`config.mk`:
```
export PLATFORM = sky130hd
export DESIGN_NAME = line_cube
export DESIGN_NICKNAME = d
export VERILOG_FILES = /design/src/rtl/line_pkg.sv /design/src/rtl/line_cube.sv
export SDC_FILE = /design/constraint.sdc
export NUM_CORES = 1
export LEC_CHECK = 0
export CAP_MARGIN = 25
export CELL_PAD_IN_SITES_DETAIL_PLACEMENT = 2
export CELL_PAD_IN_SITES_GLOBAL_PLACEMENT = 2
export CORE_ASPECT_RATIO = 0.7
export CORE_UTILIZATION = 36
export DETAILED_ROUTE_END_ITERATION = 10
export DONT_BUFFER_PORTS = 1
export GPL_ROUTABILITY_DRIVEN = 0
export PLACE_DENSITY_LB_ADDON = 0.1
export SYNTH_ARGS = -nofsm -noshare
export SYNTH_HDL_FRONTEND = slang
export SYNTH_SLANG_ARGS = --single-unit
```
`constraint.sdc`:
```
create_clock -name clk -period 4.68 [get_ports clk]
set_clock_uncertainty 0.1 [all_clocks]
set_input_delay 0.702 -clock clk [delete_from_list [all_inputs] [get_ports clk]]
set_output_delay 0.702 -clock clk [all_outputs]
set_load 0.05 [all_outputs]
```
`src/rtl/line_pkg.sv`:
```
// Shared definitions for the Bresenham line rasteriser.
//   - default coordinate / counter widths
//   - FSM state encoding
//   - signed error-term type wide enough for full-range endpoints
//   - absolute-difference helper used when a line is launched
package line_pkg;

  localparam int LINE_XW = 11;
  localparam int LINE_YW = 10;
  localparam int LINE_CW = 12;
  // One sign bit, one bit for 2*err, one bit of headroom over the widest axis.
  localparam int LINE_EW = ((LINE_XW > LINE_YW) ? LINE_XW : LINE_YW) + 3;

  typedef enum logic [1:0] {
    IDLE = 2'd0,
    DRAW = 2'd1,
    DONE = 2'd2
  } line_state_t;

  typedef logic signed [LINE_EW-1:0] err_t;

  // |a - b| for unsigned operands.
  function automatic logic [31:0] abs_diff(input logic [31:0] a, input logic [31:0] b);
    return (a >= b) ? (a - b) : (b - a);
  endfunction

endpackage

```
`src/rtl/line_cube.sv`:
```
// line_cube: Bresenham line rasteriser.
// Walks from (x0,y0) to (x1,y1) inclusive, one pixel per clock, with plot=1
// while x/y hold a valid pixel, then raises done.
// Ports:
//   clk      system clock, rising edge
//   reset    asynchronous active-low reset
//   start    launch request, sampled in IDLE
//   x0,y0    start point (unsigned)
//   x1,y1    end point (unsigned)
//   x,y      current pixel (registered)
//   x_count  pixels emitted so far in the current line
//   done     line complete (held until start drops)
//   plot     x/y valid this cycle
module line_cube
  import line_pkg::*;
#(
  parameter int XW = LINE_XW,
  parameter int YW = LINE_YW,
  parameter int CW = LINE_CW
) (
  input  logic          clk,
  input  logic          reset,
  input  logic          start,
  input  logic [XW-1:0] x0,
  input  logic [YW-1:0] y0,
  input  logic [XW-1:0] x1,
  input  logic [YW-1:0] y1,
  output logic [XW-1:0] x,
  output logic [YW-1:0] y,
  output logic [CW-1:0] x_count,
  output logic          done,
  output logic          plot
);

  localparam int EW = ((XW > YW) ? XW : YW) + 3;

  line_state_t state_reg, state_next;

  logic [XW-1:0]        x_reg, x_next, xe_reg;
  logic [YW-1:0]        y_reg, y_next, ye_reg;
  logic [CW-1:0]        count_reg;
  logic signed [EW-1:0] dx_reg, dy_reg, err_reg, err_next;
  logic                 sx_neg_reg, sy_neg_reg;

  // Launch-time values.
  logic signed [EW-1:0] dx_load, dy_load;

  // Per-step decision terms.
  logic signed [EW:0]   e2, dx_ext, dy_ext;
  logic                 step_x, step_y, at_end;

  assign dx_load = signed'(EW'(abs_diff(32'(x1), 32'(x0))));
  assign dy_load = -signed'(EW'(abs_diff(32'(y1), 32'(y0))));

  assign at_end = (x_reg == xe_reg) && (y_reg == ye_reg);

  // e2 = 2*err carries one extra bit so the doubling can never wrap.
  assign e2     = {err_reg, 1'b0};
  assign dx_ext = {dx_reg[EW-1], dx_reg};
  assign dy_ext = {dy_reg[EW-1], dy_reg};
  assign step_x = (e2 >= dy_ext);
  assign step_y = (e2 <= dx_ext);

  // Next pixel and error; both axes may step in the same cycle, in which
  // case err absorbs both increments.
  always_comb begin
    x_next   = x_reg;
    y_next   = y_reg;
    err_next = err_reg;
    if (step_x) begin
      err_next = err_next + dy_reg;
      x_next   = sx_neg_reg ? (x_reg - XW'(1)) : (x_reg + XW'(1));
    end
    if (step_y) begin
      err_next = err_next + dx_reg;
      y_next   = sy_neg_reg ? (y_reg - YW'(1)) : (y_reg + YW'(1));
    end
  end

  // State register.
  always_ff @(posedge clk or negedge reset) begin
    if (!reset) state_reg <= IDLE;
    else        state_reg <= state_next;
  end

  // Next-state logic.
  always_comb begin
    state_next = state_reg;
    case (state_reg)
      IDLE:    if (start)  state_next = DRAW;
      DRAW:    if (at_end) state_next = DONE;
      DONE:    if (!start) state_next = IDLE;
      default: state_next = IDLE;
    endcase
  end

  // Output decode.
  always_comb begin
    plot = 1'b0;
    done = 1'b0;
    case (state_reg)
      DRAW:    plot = 1'b1;
      DONE:    done = 1'b1;
      default: ;
    endcase
  end

  // Datapath registers.
  always_ff @(posedge clk or negedge reset) begin
    if (!reset) begin
      x_reg      <= '0;
      y_reg      <= '0;
      xe_reg     <= '0;
      ye_reg     <= '0;
      count_reg  <= '0;
      dx_reg     <= '0;
      dy_reg     <= '0;
      err_reg    <= '0;
      sx_neg_reg <= 1'b0;
      sy_neg_reg <= 1'b0;
    end else begin
      case (state_reg)
        IDLE: begin
          if (start) begin
            x_reg      <= x0;
            y_reg      <= y0;
            xe_reg     <= x1;
            ye_reg     <= y1;
            dx_reg     <= dx_load;
            dy_reg     <= dy_load;
            err_reg    <= dx_load + dy_load;
            sx_neg_reg <= (x1 < x0);
            sy_neg_reg <= (y1 < y0);
            count_reg  <= '0;
          end
        end
        DRAW: begin
          count_reg <= count_reg + CW'(1);
          // The final pixel is held so x/y read back the end point in DONE.
          if (!at_end) begin
            x_reg   <= x_next;
            y_reg   <= y_next;
            err_reg <= err_next;
          end
        end
        default: ;
      endcase
    end
  end

  assign x       = x_reg;
  assign y       = y_reg;
  assign x_count = count_reg;

endmodule

```
==> impl_metrics.env <==
export IMPL_crit_path_end_kind="register"
export IMPL_cap_violations=0
export IMPL_async_flop_share_pct=100
export IMPL_status="complete, but fails checks"
export IMPL_period_needed_ns=4.74
export IMPL_yosysMostFrequentCell="ha_1"
export IMPL_finalPower_mw=11.0
export IMPL_ys_types=74
export IMPL_path_cells="inv_1 -> ha_1 -> buf_4 -> nor2b_1 -> o21a_1 -> o21ai_0 -> a311oi_1 -> nor4_2 -> and4_4 -> and2b_1 -> xnor2_2 -> ha_2 -> nor2_1 -> nor2_1 -> a41oi_2 -> buf_4 -> nand3_1 -> a21oi_1 -> or3b_1"
export IMPL_wire_per_inst_um=23.3
export IMPL_port_buffers=0
export IMPL_ys_warn_count=0
export IMPL_synth_xor_area_share_pct=7.88
export IMPL_min_period_over_period_pct=101
export IMPL_synth_top_family_by_area="compound AO/OA/AOI/OAI gates"
export IMPL_worstSetupPathType="in -> reg"
export IMPL_area_growth_pct=30.3
export IMPL_synthFlopType="dfrtp_1"
export IMPL_synth_compound_area_share_pct=21.9
export IMPL_syn_num_nets=1351
export IMPL_nets=1538
export IMPL_max_freq_ghz=0.211
export IMPL_detail_route_vias_per_cell=5.56
export IMPL_clk_latency_ns=0.38
export IMPL_synth_common_cells="ha_1 (129), inv_1 (109), dfrtp_1 (98), o21ai_0 (97), a21oi_1 (94)"
export IMPL_hp_class="in -> async"
export IMPL_layout_setup_ws_ns=-0.0564
export IMPL_io_pins=80
export IMPL_antenna_found_initial=0
export IMPL_route_detailed_drc=0
export IMPL_tightest_slew_ns=1.04
export IMPL_startpoint_type="input pin"
export IMPL_powerDensity_nw_per_um2=869
export IMPL_post_synth_fa_ha_maj_area_fraction_pct=18.4
export IMPL_htree_levels=3
export IMPL_multiInputGateArea_sq_um=7390
export IMPL_netlist_area_sq_um=9760
export IMPL_clock_sinks=98
export IMPL_r2r_setup_slack_ns=0
export IMPL_crit_path_max_fanout=5
export IMPL_crit_required_ns=4.84
export IMPL_synth_area_leaders="dfrtp_1 (25%), ha_1 (17%), o21ai_0 (5.0%), a21oi_1 (4.8%), inv_1 (4.2%)"
export IMPL_grt_ovfl_total=0
export IMPL_syn_inst=1168
export IMPL_ys_ff_latch=98
export IMPL_die_h_um=140
export IMPL_rsz0062_at_grt="yes"
export IMPL_track_usage_pct=27.0
export IMPL_wl_um=40200
export IMPL_cts_tree="yes"
export IMPL_max_stage_delay_ns=0.44
export IMPL_fill_cells=2954
export IMPL_dp_hpwl_um=28900
export IMPL_start_util_pct=36.5
export IMPL_dieWidth_um=199
export IMPL_final_util_pct=47.6
export IMPL_layout_drive_gt1_share_pct=27.9
export IMPL_muxShareOfSynthArea_pct=4.96
export IMPL_grt_pass1_vias=10100
export IMPL_holdWs_ns=0.147
export IMPL_grt_max_degree=99
export IMPL_core_region_area_sq_um=26700
export IMPL_slew_headroom_pct=30.5
export IMPL_clkTransAtPathRegs_ns=0.08
export IMPL_drt_iter0_markers=359
export IMPL_regArea_sq_um=2450
export IMPL_grt_pass1_wl_um=57400
export IMPL_die_area_sq_um=27800
export IMPL_yosysSeqAreaShare_pct=25.1
export IMPL_synth_top_area_cell="dfrtp_1"
export IMPL_cp_slowest_cell="o21ai_0"
export IMPL_postRouteAntennaNets=0
export IMPL_synthSimpleGateAreaFrac_pct=15.7
export IMPL_cts_max_path_buffers=2
export IMPL_dp_slack_ns=-0.600
export IMPL_drt_pass1_iterations=4
export IMPL_rows=50
export IMPL_synth_edf_count=0
export IMPL_vias=9589
export IMPL_violations="setup timing"
export IMPL_cts_root_buf="clkbuf_16"
export IMPL_max_vdd_ir_drop_v=0.000478
export IMPL_cp_arrival_ns=4.89
export IMPL_p_leak_nw=6.10
export IMPL_diodes=0
export IMPL_setup_viol=3
export IMPL_synth_top_area_share_pct=25.1
export IMPL_numCtsBuffers=9
export IMPL_slew_violations=0
export IMPL_avgSynthCellArea_sq_um=8.36
export IMPL_hold_violations=0
-- placed cells by master (no fill, tap or decap), types with 6 or more instances in the layout --
master	n
buf_4	211
ha_1	111
inv_1	108
dfrtp_1	96
nand2_1	89
o21ai_0	87
a21oi_1	78
nor2_1	75
xnor2_1	39
xor2_1	36
a21o_1	32
nand3_1	24
nor3_1	20
mux2_2	17
nor2b_1	16
a31oi_1	16
ha_4	16
a21oi_2	13
nand4_1	11
o21a_1	10
o211ai_1	10
mux2i_1	10
a211oi_1	9
nand2b_1	9
clkbuf_16	9
o21bai_1	8
and3_1	8
o21ai_1	8
mux2_4	7
nor3_2	6
or3_1	6
and2_1	6
nor4_1	6
fa_1	6
-- stage by stage --
stage	setup TNS (ns)	std cells	cell area, sq um
2_1_floorplan	0	1168	9810
3_3_place_gp	-2.07	1674	11500
3_5_place_dp	-2.98	1674	11500
4_1_cts	0	1710	12100
5_1_grt	-0.683	1724	12700
6_report	-0.0746	1724	12700
-- worst paths after layout --
kind / depth (start not counted) / end / startpoint
max: 19 / err_reg[13] / y0[2]
min: 1 / err_reg[9] / reset
max reg2reg: 20 / err_reg[13] / err_reg[1]
min reg2reg: 2 / ye_reg[7] / ye_reg[7]
max in group asynchronous: 1 / err_reg[1] / reset
min in group clk: 1 / state_reg[1] / start
-- per-layer routing --
| layer | wire length [um] | share of wire [%] | vias to the layer above | track usage [%] |
|---|---|---|---|---|
| met5 | 0 | 0 | - | 0 |
| met3 | 1390 | 3.5 | 36 | 4.17 |
| met1 | 19300 | 48 | 4944 | 38.8 |
| met4 | 505 | 1.3 | 0 | 4.62 |
| li1 | - | - | 4481 | - |
| met2 | 19000 | 47 | 128 | 43.0 |
-- repair_timing --
action,CTS,global route
setup buffers,19,15
hold buffers,1,0
pin swaps,23,63
setup endpoints to repair,6,6
endpoints found under the hold margin,98,0
gates resized for setup,34,92
gates cloned,0,0
-- kinds of logic (layout without fill, tap and decap cells) --
kind of cell | after synthesis | after routing
AOI/OAI and AO/OA | 339 | 339
and+or+nand+nor | 317 | 317
buffers and inverters | 150 | 342
adders and majority gates | 138 | 138
DFF | 98 | 98
xor gates and xnor gates | 84 | 84
muxes | 42 | 42
-- report_power, final --
part	leakage (nW)	switching (mW)	internal (mW)
registers	1.17	0.816	1.15
clock network	0.155	0.388	0.485
logic	4.78	4.26	3.96
total	6.10	5.46	5.59
-- area by class of cell --
cell class	instances	area share, %
clock buffers	10	1.88
clock inverters	6	0.698
inverters	110	3.25
multi-input cells	920	58.1
flip-flops and latches	98	19.3
well taps	364	3.58
repair buffers	216	13.2
-- critical path, delay by kind of cell --
family | cells | cell delay, ns
adder cells (fa/ha/maj) | 2 | 0.65
AND/OR/NAND/NOR | 8 | 1.83
AO/OA/AOI/OAI | 5 | 1.15
XOR/XNOR | 1 | 0.17
buffers and inverters | 3 | 0.38
(Power assumes the default switching activity.)
